===== src/rtl/pe_seq_ctrl.sv =====
// pe_seq_ctrl: sequences one conv PE through weight load, MAC feed and psum return.
// Optional psum-wait watchdog with sticky err_o: define PE_SEQ_CTRL_WATCHDOG_EN.
module pe_seq_ctrl #(
  parameter int DATA_W   = 8,
  parameter int PSUM_W   = 10,
  parameter int KERNEL_W = 3,
  parameter int NOUT_W   = 4
`ifdef PE_SEQ_CTRL_WATCHDOG_EN
  ,
  parameter int WDOG_CYC = 64
`endif
) (
  input  logic              clk_i,
  input  logic              rst_i,
  input  logic              cfg_valid_i,
  output logic              cfg_ready_o,
  input  logic              cfg_mode_i,
  input  logic [NOUT_W-1:0] cfg_num_out_i,
  input  logic              filt_valid_i,
  output logic              filt_ready_o,
  input  logic [DATA_W-1:0] filt_data_i,
  input  logic              ifm_valid_i,
  output logic              ifm_ready_o,
  input  logic [DATA_W-1:0] ifm_data_i,
  output logic [DATA_W-1:0] pe_filter_o,
  output logic [DATA_W-1:0] pe_ifmap_o,
  output logic              pe_read_filter_o,
  output logic              pe_read_ifmap_o,
  output logic              pe_start_o,
  output logic              pe_mode_o,
  output logic              pe_end_os_o,
  input  logic [PSUM_W-1:0] pe_psum_i,
  input  logic              pe_psum_valid_i,
  output logic              res_valid_o,
  input  logic              res_ready_i,
  output logic [PSUM_W-1:0] res_data_o,
  output logic              res_last_o,
  output logic              done_o,
  output logic              busy_o
`ifdef PE_SEQ_CTRL_WATCHDOG_EN
  ,
  output logic              err_o
`endif
);

  localparam int TAP_W = (KERNEL_W > 1) ? $clog2(KERNEL_W) : 1;

  typedef enum logic [2:0] {
    S_IDLE, S_LOAD_W, S_START, S_MAC, S_END_OS, S_WAIT, S_OUT
  } state_t;

  state_t              state, state_nxt;
  logic                mode_q;
  logic [NOUT_W-1:0]   num_out_q;
  logic [NOUT_W-1:0]   out_cnt;
  logic [TAP_W-1:0]    tap_cnt;
  logic [PSUM_W-1:0]   res_data_q;
  logic                done_q;
  logic                load_hs, mac_hs, res_hs, last_tap, last_out, wdog_expire;

`ifdef PE_SEQ_CTRL_WATCHDOG_EN
  localparam int WDOG_W = $clog2(WDOG_CYC + 1);
  logic [WDOG_W-1:0]   wdog_cnt;
  logic                err_q;
  assign wdog_expire = (state == S_WAIT) && !pe_psum_valid_i &&
                       (wdog_cnt == WDOG_W'(WDOG_CYC - 1));
`else
  assign wdog_expire = 1'b0;
`endif

  // OS mode only advances when both operands are present, so they are consumed as a pair.
  assign load_hs  = (state == S_LOAD_W) && filt_valid_i;
  assign mac_hs   = (state == S_MAC) && ifm_valid_i && (!mode_q || filt_valid_i);
  assign res_hs   = (state == S_OUT) && res_ready_i;
  assign last_tap = (tap_cnt == TAP_W'(KERNEL_W - 1));
  assign last_out = (out_cnt == num_out_q - NOUT_W'(1));

  // NOTE: sequential state uses <= so every register samples pre-edge values
  // regardless of the order in which processes evaluate.
  always_ff @(posedge clk_i) begin
    if (rst_i) state <= S_IDLE;
    else       state <= state_nxt;
  end

  always_comb begin
    state_nxt = state;
    case (state)
      S_IDLE:   if (cfg_valid_i && cfg_num_out_i != '0)
                  state_nxt = cfg_mode_i ? S_START : S_LOAD_W;
      S_LOAD_W: if (load_hs && last_tap) state_nxt = S_START;
      S_START:  state_nxt = S_MAC;
      S_MAC:    if (mac_hs && last_tap) state_nxt = mode_q ? S_END_OS : S_WAIT;
      S_END_OS: state_nxt = S_WAIT;
      S_WAIT:   if (pe_psum_valid_i || wdog_expire) state_nxt = S_OUT;
      S_OUT:    if (res_hs) state_nxt = last_out ? S_IDLE : S_START;
      default:  state_nxt = S_IDLE;
    endcase
  end

  // NOTE: every output gets a default first, so no path leaves one unassigned
  // and no latch is inferred.
  always_comb begin
    cfg_ready_o  = 1'b0;
    filt_ready_o = 1'b0;
    ifm_ready_o  = 1'b0;
    pe_start_o   = 1'b0;
    pe_end_os_o  = 1'b0;
    pe_mode_o    = 1'b0;
    res_valid_o  = 1'b0;
    res_last_o   = 1'b0;
    res_data_o   = '0;
    done_o       = 1'b0;
    busy_o       = 1'b0;
`ifdef PE_SEQ_CTRL_WATCHDOG_EN
    err_o        = 1'b0;
`endif
    if (rst_i) begin
      cfg_ready_o = 1'b1;
    end else begin
      busy_o     = (state != S_IDLE);
      pe_mode_o  = mode_q;
      res_data_o = res_data_q;
      done_o     = done_q;
`ifdef PE_SEQ_CTRL_WATCHDOG_EN
      err_o      = err_q;
`endif
      case (state)
        S_IDLE:   cfg_ready_o = 1'b1;
        S_LOAD_W: filt_ready_o = 1'b1;
        S_START:  pe_start_o = 1'b1;
        S_MAC: begin
          filt_ready_o = mode_q && filt_valid_i && ifm_valid_i;
          ifm_ready_o  = mode_q ? (filt_valid_i && ifm_valid_i) : 1'b1;
        end
        S_END_OS: pe_end_os_o = 1'b1;
        S_OUT: begin
          res_valid_o = 1'b1;
          res_last_o  = last_out;
        end
        default: ;
      endcase
    end
  end

  assign pe_filter_o      = filt_data_i;
  assign pe_ifmap_o       = ifm_data_i;
  assign pe_read_filter_o = filt_valid_i & filt_ready_o;
  assign pe_read_ifmap_o  = ifm_valid_i & ifm_ready_o;

  always_ff @(posedge clk_i) begin
    if (rst_i) begin
      mode_q     <= 1'b0;
      num_out_q  <= '0;
      out_cnt    <= '0;
      tap_cnt    <= '0;
      res_data_q <= '0;
      done_q     <= 1'b0;
`ifdef PE_SEQ_CTRL_WATCHDOG_EN
      wdog_cnt   <= '0;
      err_q      <= 1'b0;
`endif
    end else begin
      done_q <= ((state == S_IDLE) && cfg_valid_i && cfg_num_out_i == '0) ||
                (res_hs && last_out);
      if (state == S_IDLE && cfg_valid_i) begin
        mode_q    <= cfg_mode_i;
        num_out_q <= cfg_num_out_i;
        out_cnt   <= '0;
        tap_cnt   <= '0;
      end
      if (load_hs || mac_hs) tap_cnt <= last_tap ? '0 : tap_cnt + TAP_W'(1);
      if (state == S_WAIT && pe_psum_valid_i) res_data_q <= pe_psum_i;
      if (res_hs && !last_out) out_cnt <= out_cnt + NOUT_W'(1);
`ifdef PE_SEQ_CTRL_WATCHDOG_EN
      wdog_cnt <= (state == S_WAIT) ? wdog_cnt + WDOG_W'(1) : '0;
      if (wdog_expire) begin
        err_q      <= 1'b1;
        res_data_q <= '0;
      end
`endif
    end
  end

endmodule


===== config.mk =====
export PLATFORM = sky130hd
export DESIGN_NAME = pe_seq_ctrl
export DESIGN_NICKNAME = d
export VERILOG_FILES = /design/src/rtl/pe_seq_ctrl.sv
export SDC_FILE = /design/constraint.sdc
export NUM_CORES = 1
export LEC_CHECK = 0
export BUFFER_PORTS_ARGS = -buffer_cell sky130_fd_sc_hd__buf_2
export CORE_MARGIN = 2
export CORE_UTILIZATION = 47
export CTS_BUF_LIST = sky130_fd_sc_hd__clkbuf_4 sky130_fd_sc_hd__clkbuf_8
export DETAILED_ROUTE_END_ITERATION = 8
export GPL_ROUTABILITY_DRIVEN = 0
export GPL_TIMING_DRIVEN = 0
export HOLD_SLACK_MARGIN = 0.1
export PLACE_DENSITY = 0.8
export SLEW_MARGIN = 5
export SYNTH_ARGS = -nofsm -noshare
export SYNTH_HDL_FRONTEND = slang
export SYNTH_SLANG_ARGS = --single-unit

===== constraint.sdc =====
create_clock -name clk_i -period 2 [get_ports clk_i]
set_input_delay 0.1 -clock clk_i [delete_from_list [all_inputs] [get_ports clk_i]]
set_output_delay 0.1 -clock clk_i [all_outputs]
set_load 0.01 [all_outputs]

==> results of run 1 <==
final timing paths:
path	end	cells past startpoint
setup reg to reg	out_cnt[2]	8
hold / removal	state[2]	4
setup / recovery	res_last_o	5
hold reg to reg	res_data_q[4]	2
where the power goes:
group	leakage (nW)	internal [W]	total, W	switching (W)
logic	0.705	0.000257	0.000544	0.000286
registers	0.204	0.000542	0.000596	0.0000540
clock network	0.0177	0.0000755	0.000247	0.000172
total	0.927	0.000875	0.00139	0.000512
stage by stage:
stage | worst slack (ns) | cell area, sq um | std cells | power [W]
2_1_floorplan | 0.241 | 1520 | 204 | 0.000955
3_3_place_gp | 0.193 | 1860 | 306 | 0.00109
3_5_place_dp | 0.157 | 1860 | 306 | 0.00110
4_1_cts | 0.00886 | 2050 | 325 | 0.00136
5_1_grt | 0.00398 | 2070 | 324 | 0.00147
6_report | 0.111 | 2070 | 324 | 0.00139
routing by layer:
| layer | track usage | vias up | wire length (um) |
|---|---|---|---|
| met5 | 0 | - | 0 |
| met4 | 0.0745 | 0 | 53 |
| met3 | 0.0512 | 5 | 273 |
| met2 | 0.382 | 54 | 1810 |
| met1 | 0.237 | 729 | 1640 |
| li1 | - | 821 | - |
layout by cell type (no fill, tap or decap), types with 3 or more instances in the layout:
| cell | n |
|---|---|
| buf_4 | 17 |
| or2_2 | 3 |
| dfxtp_1 | 21 |
| xnor2_1 | 3 |
| a22oi_1 | 4 |
| inv_1 | 8 |
| nor3b_1 | 3 |
| and2_1 | 4 |
| nor2_1 | 12 |
| a21oi_1 | 21 |
| o21ai_0 | 4 |
| clkbuf_1 | 8 |
| clkbuf_4 | 4 |
| dfxtp_2 | 4 |
| dlygate4sd3_1 | 15 |
| buf_2 | 57 |
| nand2_1 | 37 |
| nand3_1 | 7 |
| nor2b_1 | 15 |
area by class of cell:
| type | instances | area, sq um |
|---|---|---|
| multi-input combinational | 144 | 840 |
| sequential | 25 | 505 |
| clock inverter | 1 | 5.00 |
| fill | 279 | 983 |
| inverter | 8 | 30.0 |
| clock buffer | 3 | 22.5 |
| timing repair buffer | 73 | 443 |
| buffer | 26 | 169 |
| tap | 44 | 55.1 |
cells by family (layout without fill, tap and decap cells):
kind of cell | Yosys count | count (layout)
buffers and inverters | 35 | 111
multiplexers | 1 | 1
flip-flops | 25 | 25
adder cells (fa/ha/maj) | 2 | 2
AND/OR/NAND/NOR | 97 | 97
XOR/XNOR | 5 | 5
AO/OA/AOI/OAI | 39 | 39
state kept, by name, summed over array words and instances, names as in the netlist:
| register | cells |
|---|---|
| res_data_q | 10 |
| mode_q | 1 |
| num_out_q | 4 |
| out_cnt | 4 |
| state | 3 |
| done_q | 1 |
| tap_cnt | 2 |
worst max-delay path, cell delays in order (launching register included):
cell     delay (ns)
dfxtp_2        0.39
xor3_1         0.42
nor3_2         0.21
and2_4         0.18
and2_4         0.13
buf_4          0.11
repair_timing:
item	4_1_cts	5_1_grt
endpoints found under the hold margin	15	0
cloned	0	0
pin swaps	0	1
setup buffers	0	0
endpoints found under the setup margin	3	14
hold buffers	15	0
gates resized for setup	3	10
==> impl_metrics.json, run 1 <==
{
  "diodes": 0,
  "netlist-cell-type-count": 38,
  "antenna_found_initial": 0,
  "setup_viol_count_final": 0,
  "synthMuxAreaShare": 0.00742,
  "synth_top_area_frac": 0.330,
  "grt_overflow": 0,
  "synthFlopType": "dfxtp_1",
  "worst_skew_pair.late_latency_ns": 0.34,
  "ys_ff_latch": 25,
  "dr.pass1.iters": 4,
  "worst_pin_slew_ns": 0.538,
  "utilization": 0.678,
  "arrival_ns": 1.79,
  "vias": 1609,
  "cp.required_ns": 1.90,
  "die_y_um": 60.8,
  "period_share": 0.945,
  "path_max_fanout": 5,
  "drv_cap": 0,
  "cts_tree": "built",
  "synth_edf_count": 0,
  "io_buffers": 58,
  "ys_warn_count": 0,
  "rr_startpoint": "num_out_q[0]",
  "yosys-top-cells-area": "dfxtp_1 33%, nand2_1 9.2%, buf_4 7.9%",
  "ys_seq_area_frac": 0.330,
  "synthSimpleGateAreaFrac": 0.318,
  "first_global_vias": 1439,
  "fmax_mhz": 529,
  "fin_tns_setup_ns": 0,
  "power_density_nw_per_um2": 670,
  "num_rows": 20,
  "syn-num-nets": 244,
  "rsz0062_at_grt": "no",
  "grt_pass1_wl_um": 5870,
  "grt_use_total": 0.210,
  "areaGrowthSynthToFinish_pct": 36.4,
  "syn_inst": 204,
  "core_sq_um": 3050,
  "synthXorXnorAreaFrac": 0.0387,
  "synth_top_family_by_area": "simple AND/OR/NAND/NOR gates",
  "ant_nets": 0,
  "path_clk_slew_ns": 0.15,
  "drc": 0,
  "cp-start-kind": "register",
  "slew_headroom": 0.641,
  "yosysMostFrequentCell": "nand2_1",
  "cts_made_buffers": 3,
  "min_path_type": "input port to register",
  "period_minus_slack_ns": 1.89,
  "cts_root_buf": "clkbuf_4",
  "worst-r2r-setup-slack_ns": 0.17,
  "status": "finished, final reports clean",
  "synth_adder_area_share": 0.0165,
  "ios": 76,
  "yosys.area.top_type": "dfxtp_1",
  "drv_slew": 0,
  "drive_gt1_frac": 0.339,
  "drt-initial-drc-count": 35,
  "hold_viol_final": 0,
  "max-clock-path-buffers": 2,
  "synth-compound-area-share": 0.157,
  "dp_hpwl_um": 2680,
  "floorplan.die.width_um": 60.8,
  "min-delay-start": "res_ready_i",
  "cts.sinks": 25,
  "leakagePower_nw": 0.927,
  "hold-worst-slack_ns": 0.140,
  "clock_skew_ns": 0.00696,
  "path_class": "register to output port",
  "routed_wl_um": 3780,
  "grt_max_degree": 15,
  "critical_path.endpoint_type": "output port",
  "crit_start": "out_cnt[2]",
  "final_nets": 321,
  "async_flop_share": 0,
  "initial_utilization": 0.497,
  "synth_area_per_cell_sq_um": 7.44,
  "synth.cell_area_sq_um": 1520,
  "post_drt_wl_per_cell_um": 11.7,
  "synth_common_cells": "37 x nand2_1, 25 x dfxtp_1, 21 x a21oi_1",
  "peakVddDrop_uv": 403,
  "dieArea_sq_um": 3700,
  "h-tree-depth": 1,
  "viasPerCell": 4.97
}
Power figures use the tool's default switching activity.
==> inputs of run 2 (changes only) <==
--- a/config.mk
+++ b/config.mk
@@ -7,13 +7,13 @@
 export LEC_CHECK = 0
 export BUFFER_PORTS_ARGS = -buffer_cell sky130_fd_sc_hd__buf_2
 export CORE_MARGIN = 2
-export CORE_UTILIZATION = 47
+export CORE_UTILIZATION = 35
 export CTS_BUF_LIST = sky130_fd_sc_hd__clkbuf_4 sky130_fd_sc_hd__clkbuf_8
 export DETAILED_ROUTE_END_ITERATION = 8
 export GPL_ROUTABILITY_DRIVEN = 0
 export GPL_TIMING_DRIVEN = 0
 export HOLD_SLACK_MARGIN = 0.1
-export PLACE_DENSITY = 0.8
+export PLACE_DENSITY = 0.62
 export SLEW_MARGIN = 5
 export SYNTH_ARGS = -nofsm -noshare
 export SYNTH_HDL_FRONTEND = slang
==> impl_metrics.json, run 2 (same netlist as run 1, synthesis figures left out) <==
{
  "status": "finished, final reports clean",
  "grt_max_degree": 15,
  "worst_pin_slew_ns": 0.543,
  "r2r_end": "state[1]",
  "grt_pass1_wl_um": 6070,
  "grt_use_total": 0.147,
  "core_sq_um": 4090,
  "top_register": "res_data_q",
  "drv_slew": 0,
  "top_layer_used": "met4",
  "dieArea_sq_um": 4880,
  "seq_area_sq_um": 502,
  "p_int_w": 0.000928,
  "multiInputGateArea_sq_um": 831,
  "setup_slack_ns": 0.129,
  "wl_met3_um": 200,
  "power_density_nw_per_um2": 688,
  "clock_skew_ns": 0.00254,
  "path_class": "register to register",
  "h-tree-depth": 1,
  "cts_root_buf": "clkbuf_8",
  "cp-start-kind": "register",
  "critPathCapture": "state[1]",
  "path_clk_slew_ns": 0.09,
  "p_seq_frac": 0.412,
  "viasPerCell": 4.67,
  "worst-r2r-setup-slack_ns": 0.13,
  "ant_nets": 0,
  "largest_register_ffs": 10,
  "floorplan.die.width_um": 69.9,
  "cts_tree": "built",
  "wl_met2_um": 1720,
  "fin_tns_setup_ns": 0,
  "dp_hpwl_um": 2740,
  "dr.pass1.iters": 4,
  "setup_viol_count_final": 0,
  "nFillCells": 406,
  "drv_cap": 0,
  "num_rows": 23,
  "vias": 1542,
  "areaGrowthSynthToFinish_pct": 36.9,
  "post_drt_wl_per_cell_um": 11.2,
  "cp.required_ns": 2.16,
  "ios": 76,
  "max-clock-path-buffers": 2,
  "final_common_cell": "buf_2",
  "dp_slack_ns": 0.147,
  "grt_overflow": 0,
  "period_share": 0.936,
  "worst_skew_pair.late_latency_ns": 0.27,
  "diodes": 0,
  "cts_made_buffers": 3,
  "p_clk_frac": 0.211,
  "die_y_um": 69.9,
  "period_minus_slack_ns": 1.87,
  "peakVddDrop_uv": 330,
  "switchingPower_w": 0.000503,
  "drt-met1-wl_um": 1760,
  "initial_utilization": 0.371,
  "antenna_found_initial": 0,
  "arrival_ns": 2.04,
  "drive_gt1_frac": 0.321,
  "min_path_type": "input port to register",
  "cts.sinks": 25,
  "rr_startpoint": "state[2]",
  "drc": 0,
  "netSwitchingFraction": 0.351,
  "reg_top3": "res_data_q (10), num_out_q (4), out_cnt (4)",
  "routed_wl_um": 3700,
  "pwr-share-comb": 0.377,
  "io_buffers": 58,
  "first_global_vias": 1385,
  "hold_viol_final": 0,
  "drt-initial-drc-count": 44,
  "crit_start": "state[2]",
  "fmax_mhz": 534,
  "path_max_fanout": 10,
  "slew_headroom": 0.638,
  "final_nets": 321,
  "layout_common_cells": "59 x buf_2, 36 x nand2_1, 24 x dfxtp_1, 21 x a21oi_1, 16 x buf_4",
  "postCtsSetupBuffers": 0,
  "ff2ff_path_depth": 5,
  "leakagePower_nw": 0.933,
  "rsz0062_at_grt": "no",
  "critical_path.endpoint_type": "register"
}
-- run 2: final cells by class --
class | count | area share
plain buffers | 26 | 0.0801
clock buffers | 3 | 0.0199
clock inverters | 1 | 0.00241
inverters | 8 | 0.0144
multi-input cells | 144 | 0.400
flip-flops and latches | 25 | 0.241
well taps | 50 | 0.0301
repair buffers | 73 | 0.212
-- run 2: metal layers --
| metal | vias up | track usage |
|---|---|---|
| met2 | 42 | 0.255 |
| met1 | 679 | 0.187 |
| met4 | 0 | 0.0256 |
| met5 | - | 0 |
| met3 | 2 | 0.0332 |
| li1 | 819 | - |
-- run 2: stage by stage --
stage	power, W	utilization	instances	area (sq um)	hold slack, ns
after global placement	0.00110	0.458	312	1870	0.340
after CTS	0.00142	0.506	331	2070	0.243
after detailed placement	0.00110	0.458	312	1870	0.346
after floorplan	0.000955	-	204	1520	0.236
final	0.00143	0.509	330	2080	0.242
after global routing	0.00153	0.509	330	2080	0.289
-- run 2: how the worst min path moves through the flow --
stage	from	to	slack (ns)	cells past startpoint
2_1_floorplan	pe_psum_i[0]	res_data_q[0]	0.24	2
5_1_grt	res_ready_i	state[2]	0.29	4
3_5_place_dp	pe_psum_i[0]	res_data_q[0]	0.35	3
4_1_cts	res_ready_i	state[2]	0.24	4
6_report	res_ready_i	state[2]	0.24	4
3_3_place_gp	pe_psum_i[0]	res_data_q[0]	0.34	3
-- run 2: worst max-delay path, cell delays in order (launching register included) --
cell and delay, ns:
dfxtp_1 0.33, clkbuf_1 0.22, nor3_1 0.43, o21ai_0 0.22, o2111ai_1 0.19, mux2_2 0.37
-- run 2: power by group through the flow --
| stage | Clock [W] | Sequential (W) | Combinational [W] |
|---|---|---|---|
| global placement | 0 | 0.000598 | 0.000502 |
| floorplan | 0 | 0.000585 | 0.000370 |
| finish | 0.000302 | 0.000589 | 0.000540 |
| detailed placement | 0 | 0.000598 | 0.000504 |
| global route | 0.000335 | 0.000597 | 0.000600 |
| CTS | 0.000310 | 0.000586 | 0.000528 |
-- run 2: repair_timing --
item                       4_1_cts  5_1_grt
resized for setup                0        5
setup endpoints to repair        0        7
hold buffers                    15        0
hold endpoints to repair        15        0
